### src/rtl/vip_pkg.sv
// -----------------------------------------------------------------------------
// vip_pkg
// Purpose : shared fp32 field positions, phase encoding and the two helper
//           functions used by the ReLU + 2x2 max-pool stream stage.
//   relu_fp32 : clamps negatives, -0.0 and NaN to +0.0, passes everything else
//   umax32    : unsigned max of two 32-bit patterns (valid for non-negative fp32)
// -----------------------------------------------------------------------------
package vip_pkg;

  localparam int          FP32_SIGN_BIT = 31;
  localparam int          FP32_EXP_MSB  = 30;
  localparam int          FP32_EXP_LSB  = 23;
  localparam logic [7:0]  FP32_EXP_ALL1 = 8'hFF;
  localparam logic [31:0] FP32_POS_ZERO = 32'h0000_0000;

  // Pooling phase: even input rows build the line buffer, odd rows emit.
  typedef enum logic {
    ROW_EVEN = 1'b0,
    ROW_ODD  = 1'b1
  } pool_phase_e;

  function automatic logic [31:0] relu_fp32(input logic [31:0] x);
    logic [31:0] y;
    if (x[FP32_SIGN_BIT] == 1'b1) begin
      y = FP32_POS_ZERO;
    end else if ((x[FP32_EXP_MSB:FP32_EXP_LSB] == FP32_EXP_ALL1) &&
                 (x[FP32_EXP_LSB-1:0] != 23'h000000)) begin
      y = FP32_POS_ZERO;
    end else begin
      y = x;
    end
    return y;
  endfunction

  // Non-negative IEEE-754 values order the same way as their bit patterns,
  // so an integer compare replaces a float comparator.
  function automatic logic [31:0] umax32(input logic [31:0] a, input logic [31:0] b);
    logic [31:0] m;
    if (a > b) begin
      m = a;
    end else begin
      m = b;
    end
    return m;
  endfunction

endpackage

### src/rtl/relu_maxpool2x2_stream_line_buffer.sv
// -----------------------------------------------------------------------------
// pool_line_buffer
// Purpose : one row of horizontal pair maxima (WIDTH/2 words). Registered
//           write, asynchronous read; intended for distributed RAM. Not reset:
//           every entry is written on an even row before an odd row reads it.
// Ports   :
//   clk     - clock
//   i_we    - write enable
//   i_waddr - write address (pair index)
//   i_wdata - write data
//   i_raddr - read address (pair index)
//   o_rdata - combinational read data
// -----------------------------------------------------------------------------
module pool_line_buffer #(
  parameter int DW    = 32,
  parameter int DEPTH = 28,
  parameter int AW    = 5
) (
  input  logic          clk,
  input  logic          i_we,
  input  logic [AW-1:0] i_waddr,
  input  logic [DW-1:0] i_wdata,
  input  logic [AW-1:0] i_raddr,
  output logic [DW-1:0] o_rdata
);

  logic [DW-1:0] r_mem [DEPTH];

  // Memory write port.
  always_ff @(posedge clk) begin
    if (i_we) begin
      r_mem[i_waddr] <= i_wdata;
    end
  end

  assign o_rdata = r_mem[i_raddr];

endmodule

### src/rtl/relu_maxpool2x2_stream.sv
// -----------------------------------------------------------------------------
// relu_maxpool2x2_stream
// Purpose : streaming ReLU followed by 2x2 / stride-2 max pooling over a
//           WIDTH x HEIGHT raster of fp32 samples. One pooled value leaves one
//           cycle after the bottom-right sample of each window is accepted.
// Ports   :
//   clk        - clock
//   rst        - synchronous active-high reset (wins over valid_in)
//   valid_in   - data_in valid; no backpressure, 0 freezes all state
//   data_in    - fp32 convolution + bias result
//   valid_out  - single-cycle pulse per pooled value
//   data_out   - fp32 pooled value (>= +0.0), held between pulses
//   frame_done - pulses with the last valid_out of a frame
// -----------------------------------------------------------------------------
module relu_maxpool2x2_stream
  import vip_pkg::*;
#(
  parameter int DATA_WIDTH = 32,
  parameter int WIDTH      = 56,
  parameter int HEIGHT     = 56
) (
  input  logic                  clk,
  input  logic                  rst,
  input  logic                  valid_in,
  input  logic [DATA_WIDTH-1:0] data_in,
  output logic                  valid_out,
  output logic [DATA_WIDTH-1:0] data_out,
  output logic                  frame_done
);

  localparam int CW       = $clog2(WIDTH);
  localparam int RW       = $clog2(HEIGHT);
  localparam int KW       = CW - 1;          // pair index width, = clog2(WIDTH/2) for even WIDTH
  localparam int LB_DEPTH = WIDTH / 2;
  localparam logic [CW-1:0] COL_LAST = CW'(WIDTH - 1);
  localparam logic [RW-1:0] ROW_LAST = RW'(HEIGHT - 1);

  pool_phase_e           r_state;
  pool_phase_e           w_state_next;
  logic [CW-1:0]         r_col;
  logic [RW-1:0]         r_row;
  logic [DATA_WIDTH-1:0] r_hold;
  logic [DATA_WIDTH-1:0] r_data_out;
  logic                  r_valid_out;
  logic                  r_frame_done;

  logic [DATA_WIDTH-1:0] w_relu;
  logic [KW-1:0]         w_k;
  logic [DATA_WIDTH-1:0] w_lb_rdata;
  logic [DATA_WIDTH-1:0] w_pair_max;
  logic [DATA_WIDTH-1:0] w_hold_next;
  logic                  w_lb_we;
  logic                  w_last_col;
  logic                  w_emit;
  logic                  w_frame_end;

  assign w_relu     = relu_fp32(data_in);
  assign w_k        = r_col[CW-1:1];
  assign w_pair_max = umax32(r_hold, w_relu);
  assign w_last_col = (r_col == COL_LAST);

  pool_line_buffer #(
    .DW    (DATA_WIDTH),
    .DEPTH (LB_DEPTH),
    .AW    (KW)
  ) u_line_buffer (
    .clk     (clk),
    .i_we    (w_lb_we),
    .i_waddr (w_k),
    .i_wdata (w_pair_max),
    .i_raddr (w_k),
    .o_rdata (w_lb_rdata)
  );

  // Phase transition: flips at the end of every row. HEIGHT is even, so the
  // frame wrap (last odd row -> row 0) is the same flip.
  always_comb begin
    w_state_next = r_state;
    if (valid_in && w_last_col) begin
      case (r_state)
        ROW_EVEN: w_state_next = ROW_ODD;
        ROW_ODD:  w_state_next = ROW_EVEN;
        default:  w_state_next = ROW_EVEN;
      endcase
    end else begin
      w_state_next = r_state;
    end
  end

  // Per-phase datapath decode: line-buffer write, hold update and emit strobe.
  always_comb begin
    w_lb_we     = 1'b0;
    w_emit      = 1'b0;
    w_hold_next = r_hold;
    case (r_state)
      ROW_EVEN: begin
        w_lb_we     = valid_in & r_col[0] & ~rst;
        w_hold_next = w_relu;
      end
      ROW_ODD: begin
        w_emit      = valid_in & r_col[0];
        w_hold_next = umax32(w_lb_rdata, w_relu);
      end
      default: begin
        w_lb_we     = 1'b0;
        w_emit      = 1'b0;
        w_hold_next = r_hold;
      end
    endcase
    w_frame_end = w_emit & w_last_col & (r_row == ROW_LAST);
  end

  // Position counters, phase, hold register and registered outputs.
  always_ff @(posedge clk) begin
    if (rst) begin
      r_state      <= ROW_EVEN;
      r_col        <= '0;
      r_row        <= '0;
      r_hold       <= '0;
      r_data_out   <= '0;
      r_valid_out  <= 1'b0;
      r_frame_done <= 1'b0;
    end else begin
      r_state      <= w_state_next;
      r_valid_out  <= w_emit;
      r_frame_done <= w_frame_end;
      if (w_emit) begin
        r_data_out <= w_pair_max;
      end
      if (valid_in) begin
        if (w_last_col) begin
          r_col <= '0;
          if (r_row == ROW_LAST) begin
            r_row <= '0;
          end else begin
            r_row <= r_row + RW'(1);
          end
        end else begin
          r_col <= r_col + CW'(1);
        end
        // Even columns open a window pair; odd columns consume the hold.
        if (!r_col[0]) begin
          r_hold <= w_hold_next;
        end
      end
    end
  end

  assign valid_out  = r_valid_out;
  assign data_out   = r_data_out;
  assign frame_done = r_frame_done;

endmodule

### config.mk
export PLATFORM = sky130hd
export DESIGN_NAME = relu_maxpool2x2_stream
export DESIGN_NICKNAME = d
export VERILOG_FILES = /design/src/rtl/vip_pkg.sv /design/src/rtl/relu_maxpool2x2_stream_line_buffer.sv /design/src/rtl/relu_maxpool2x2_stream.sv
export SDC_FILE = /design/constraint.sdc
export NUM_CORES = 1
export LEC_CHECK = 0
export ABC_AREA = 0
export BUFFER_PORTS_ARGS = -buffer_cell sky130_fd_sc_hd__buf_2
export CORE_ASPECT_RATIO = 2
export CORE_MARGIN = 10
export CORE_UTILIZATION = 49
export DETAILED_ROUTE_END_ITERATION = 8
export GPL_TIMING_DRIVEN = 0
export PLACE_DENSITY = 0.62
export SLEW_MARGIN = 20
export SYNTH_ARGS = -nofsm -noshare
export SYNTH_HDL_FRONTEND = slang
export SYNTH_HIERARCHICAL = 1
export SYNTH_SLANG_ARGS = --single-unit
export TNS_END_PERCENT = 50
### constraint.sdc
create_clock -name clk -period 10.2 [get_ports clk]
set_clock_uncertainty 0.2 [all_clocks]
set_input_delay 1.02 -clock clk [delete_from_list [all_inputs] [get_ports clk]]
set_output_delay 1.02 -clock clk [all_outputs]
set_load 0.005 [all_outputs]
-- Yosys cells after proc, flatten, opt, wreduce, memory -nomap -nowiden
Memory sizes are Yosys's and may differ from the RTL's. A register that Yosys moved wholly into a read port is not among the register bits.
Cells that the tools add are included.
- $lt $le $gt $ge: 2
- equal/unequal tests: 3
- multiplexer cells: 14
- reductions and logical operators: 5
- bitwise gates (word level): 7
- add/sub/neg operators: 2
- operators with widths (operator ; count):
    32-bit 2-to-1 mux ; 3
    32-bit > comparator ; 2
    32-bit one-hot mux with 2 select lines ; 1
    31-bit 2-to-1 mux ; 1
    23-bit nonzero test ; 1
    6-bit by 1-bit adder with 6-bit output, second input constant ; 2
    6-bit == test, second input constant ; 2
    6-bit 2-to-1 mux ; 2
    5-bit 2-to-1 mux ; 2
    8-bit == test, second input constant ; 1
    1-bit bitwise AND ; 4
    1-bit 2-to-1 mux ; 4
    2-bit AND reduction ; 2
    1-bit inverter ; 3
    1-bit logical AND ; 2
    1-bit one-hot mux with 2 select lines ; 1
- memories kept: 1
- RAM bits: 896
- input bits: 35
- register bits after elaboration: 79
- memories (name ; words ; width ; rd ports ; clocked after Yosys merged registers in ; wr ports ; line ; source):
    u_line_buffer.r_mem ; 28 ; 32 ; 1 ; 1 ; 1 ; relu_maxpool2x2_stream_line_buffer.sv:27 ; logic [DW-1:0] r_mem [DEPTH];

-- Depth between registers and ports, before layout
- depth after elaboration: 7
- mapped depth: 16

-- Cells and area by module
Netlist, hierarchy kept.
- by module, submodules not included (module ; cells an instance ; area each (um2) ; seq. area each (um2) ; times used):
    pool_line_buffer ; 1743 ; 34480.6 ; 26905.8 ; 1
    relu_maxpool2x2_stream ; 651 ; 5851.9 ; 1581.5 ; 1

-- Least setup slack after synthesis
Ideal clock, no wire load.
- path type: input to register
- start: input port data_in[11]
- end: memory u_line_buffer.r_mem[0][0], data pin
- required time: 9.626 ns
- cell stages on the path: 14
- slack: 5.852 ns
- arrival: 3.774 ns
- setup time: 0.374 ns
- cells stage by stage: nor4_1 > nand4_1 > o21a_1 > nor2_2 > buf_2 > nand2_1 > ha_1 > nand4_2 > nor4_2 > and2_1 > o22ai_1 > clkbuf_2 > o21ai_1 > nand2_1
- longest elaborated chain between the ends: 6
- RTL lines (element ; line ; source):
    from (decl) ; relu_maxpool2x2_stream.sv:25 ; input logic [DATA_WIDTH-1:0] data_in,
    23-bit nonzero test ; vip_pkg.sv:27 ; (x[FP32_EXP_LSB-1:0] != 23'h000000)) begin
    1-bit logical AND ; vip_pkg.sv:26 ; end else if ((x[FP32_EXP_MSB:FP32_EXP_LSB] == FP32_EXP_ALL1) &&
    31-bit 2-to-1 mux (*) ; vip_pkg.sv:26 ;
    32-bit 2-to-1 mux (*) ; vip_pkg.sv:24 ; if (x[FP32_SIGN_BIT] == 1'b1) begin
    32-bit > comparator ; vip_pkg.sv:39 ; if (a > b) begin
    32-bit 2-to-1 mux (*) ; vip_pkg.sv:39 ;
    via w_pair_max[0] ; relu_maxpool2x2_stream.sv:50 ; logic [DATA_WIDTH-1:0] w_pair_max;
    to (decl) ; relu_maxpool2x2_stream_line_buffer.sv:27 ;
The timed path passes the listed nets; every way through them passes the cells marked *.

==> flow_summary_export.csv <==
group,metric,value,unit
synthesis,yosysUniqueCellTypes,65,
setup_path,cp.buffers_inverters,4,
die,ioPinCount,69,
place,io_buffers,67,
die,die_area,94900,µm²
layout,synthToLayoutAreaGrowth,14.4,%
die,die_h,426,µm
place,gp_congestion,0.927,
cts,cts_tree,"yes",
synthesis,synth_cells,2394,
timing,tightest_slew,1.16,ns
cts,post_cts_buffers,0,
cts,cts.clk_slew.worst_paths,0.07,ns
route,routedWlPerCell,31.7,µm
timing,fin_crit,6.33,ns
route,wirelength,118000,µm
timing,maxSlewHeadroom,22.4,%
status,outcome,"finished clean",
route,vias,23100,
timing,final.setup.tns,0,ns
route,dr.pass1.iters,5,
setup_path,crit_chain,"clkbuf_2 > nor2b_1 > buf_2 > clkbuf_1 > a22oi_1 > nand3_1 > nand4_1 > nand4b_4 > nor4_2 > a21boi_1 > o31a_1 > clkbuf_1 > o211ai_1 > o311ai_4",
cts,h-tree-depth,3,
layout,multi_input_area,11200,µm²
route,drc,0,
grt,grt_pass1_vias,24500,
timing,finalMaxSlewViolations,0,
synthesis,synth-seq-cells,975,
pwr,vdd_drop_max,115,µV
cts,cts_made_buffers,82,
pwr,p_leak,14.7,nW
setup_path,crit_type,"flop to flop",
cts,cts_sinks,975,
timing,finalHoldViolations,0,
setup_path,r2r_cells,14,
die,start_util,49.5,%
layout,final_cell_mix,"edfxtp_1, mux2i_1, nand2_1",
die,fp-row-count,148,
die,core-area,81500,µm²
synthesis,ys.flop_type,"edfxtp_1",
setup_path,cpLargestDelayFamily,"simple AND/OR/NAND/NOR gates",
run,maxCapViolations,0,
setup_path,crit_path_top_delay_cell,"nor4_2",
route,met2_wirelength,68300,µm
synthesis,ys_warn_count,6,
layout,final_util,56.6,%
timing,period_share,62.0,%
cts,postCtsHoldBufs,0,
timing,setup_viol,0,
grt,antenna_found_initial,2,
place,dp_hpwl,88200,µm
cts,cts-root-buf,"clkbuf_16",
setup_path,required,10.55,ns
grt,grt_usage,24.5,%
route,wl_met3,5280,µm
grt,grt_pass1_wl,168000,µm
route,drt.antenna.violating_nets,0,
route,viasPerCell,6.23,
synthesis,avgSynthCellArea,16.8,µm²
synthesis,async_reset_ff_share,0,%
setup_path,max_stage_delay,0.78,ns
cts,post_cts_resize_count,0,
pwr,powerDensity,179,nW/µm²
layout,mostFrequentLayoutCell,"edfxtp_1",
setup_path,critPathCaptureType,"flop",
synthesis,netlist_area,40300,µm²
layout,layout-drive-gt1-share,18.8,%
route,drt-initial-drc-count,1861,
cts,clkLatencyLatePin,0.69,ns
die,die_width,223,µm
layout,nFillCells,6274,
layout,seq_area,28500,µm²
hold_path,min_path_cells,2,
cts,clk_path_buf_depth,3,
synthesis,synth_seq_area_share,70.6,%
setup_path,cpMostUsedCell,"clkbuf_1",
setup_path,path_depth,14,
grt,grt_start_max_net_pins,29,
layout,fin_nets,2689,
route,wl_met1,36200,µm
grt,grt_overflow,0,
timing,grt_setup_unrepaired,"no",
setup_path,cp.arrival,6.68,ns
synthesis,synth_fp_nets,2493,
hold_path,min_path_type,"flop to flop",
synthesis,synth_edf_count,896,
setup_path,critPathLaunchType,"flop",
route,highest_layer,"met5",
timing,clock.fmax,158,MHz
setup_path,path_max_fanout,12,
[final timing paths]
path | end | from | slack [ns]
worst max-delay path | r_hold[19] | r_col[3] | 3.87
worst min-delay path | data_out[31] | data_out[31] | 0.26
worst max register to register | r_hold[19] | r_col[3] | 3.87
worst min register to register | data_out[31] | data_out[31] | 0.26
[synth_stat cells (all sizes together), types with 31 or more instances]
cell      n  area share (%)
a22oi    57             1.1
edfxtp  896              67
buf      88             1.6
nand4    71             1.1
mux2i   256             6.4
nand3    65            0.81
mux4     97             5.4
clkbuf   60            0.57
ha       64             2.0
nand2   202             1.9
a311oi   31            0.67
a21oi    84             1.0
o21ai    51            0.63
nor2     82            0.77
o211ai   34            0.65
dfxtp    79             3.9
[per-layer routing]
metal | vias to the layer above | track usage, %
met1 | 11900 | 22.3
met5 | - | 0
li1 | 10000 | -
met2 | 878 | 48.9
met3 | 316 | 3.48
met4 | 2 | 15.6
[through the flow]
stage | cells | hold slack, ns | area, µm² | power, mW | setup WS [ns]
5_1_grt | 3704 | 0.298 | 46100 | 8.47 | 3.73
3_3_place_gp | 3511 | 0.257 | 42000 | 5.05 | 2.93
4_1_cts | 3704 | 0.267 | 46100 | 8.29 | 4.18
2_1_floorplan | 2394 | 0.253 | 40300 | 4.86 | 5.85
3_5_place_dp | 3556 | 0.258 | 43300 | 5.07 | 3.54
6_report | 3705 | 0.264 | 46100 | 8.24 | 3.87
[flip-flops by register name, indices dropped and copies added (netlist names)]
name                 cells
data_out                32
frame_done               1
r_col                    6
r_hold                  32
r_row                    6
r_state                  1
u_line_buffer/r_mem    896
valid_out                1
[tightest hold or removal path, cell delays in order (launching register included)]
cell	delay, ns
dfxtp_1	0.31
nand2_1	0.06
a21oi_1	0.05
[cell type report]
| cell class | instances | area share, % |
|---|---|---|
| timing repair buffer | 112 | 3.18 |
| multi-input combinational | 1268 | 24.2 |
| buffer | 148 | 1.95 |
| clock buffer | 100 | 4.60 |
| inverter | 3 | 0.0244 |
| antenna | 1 | 0.00543 |
| clock inverter | 48 | 1.39 |
| sequential | 975 | 61.8 |
| tap | 1050 | 2.85 |
[where the power goes]
group / switching, mW / internal, mW
combinational: 0.380 / 0.176
sequential: 0.0102 / 4.42
clock: 1.47 / 1.78
[cell families (layout without fill, tap and decap cells)]
family	after synthesis	after routing	synth area share, %
adder cells (fa/ha/maj)	64	64	1.99
AO/OA/AOI/OAI	364	364	7.53
flip-flops	975	975	70.6
multiplexers	353	353	11.8
AND/OR/NAND/NOR	476	476	5.60
XOR/XNOR	11	11	0.239
buffers and inverters	151	411	2.25
other	0	1	0
No activity file was read; power rests on OpenSTA's default activity.
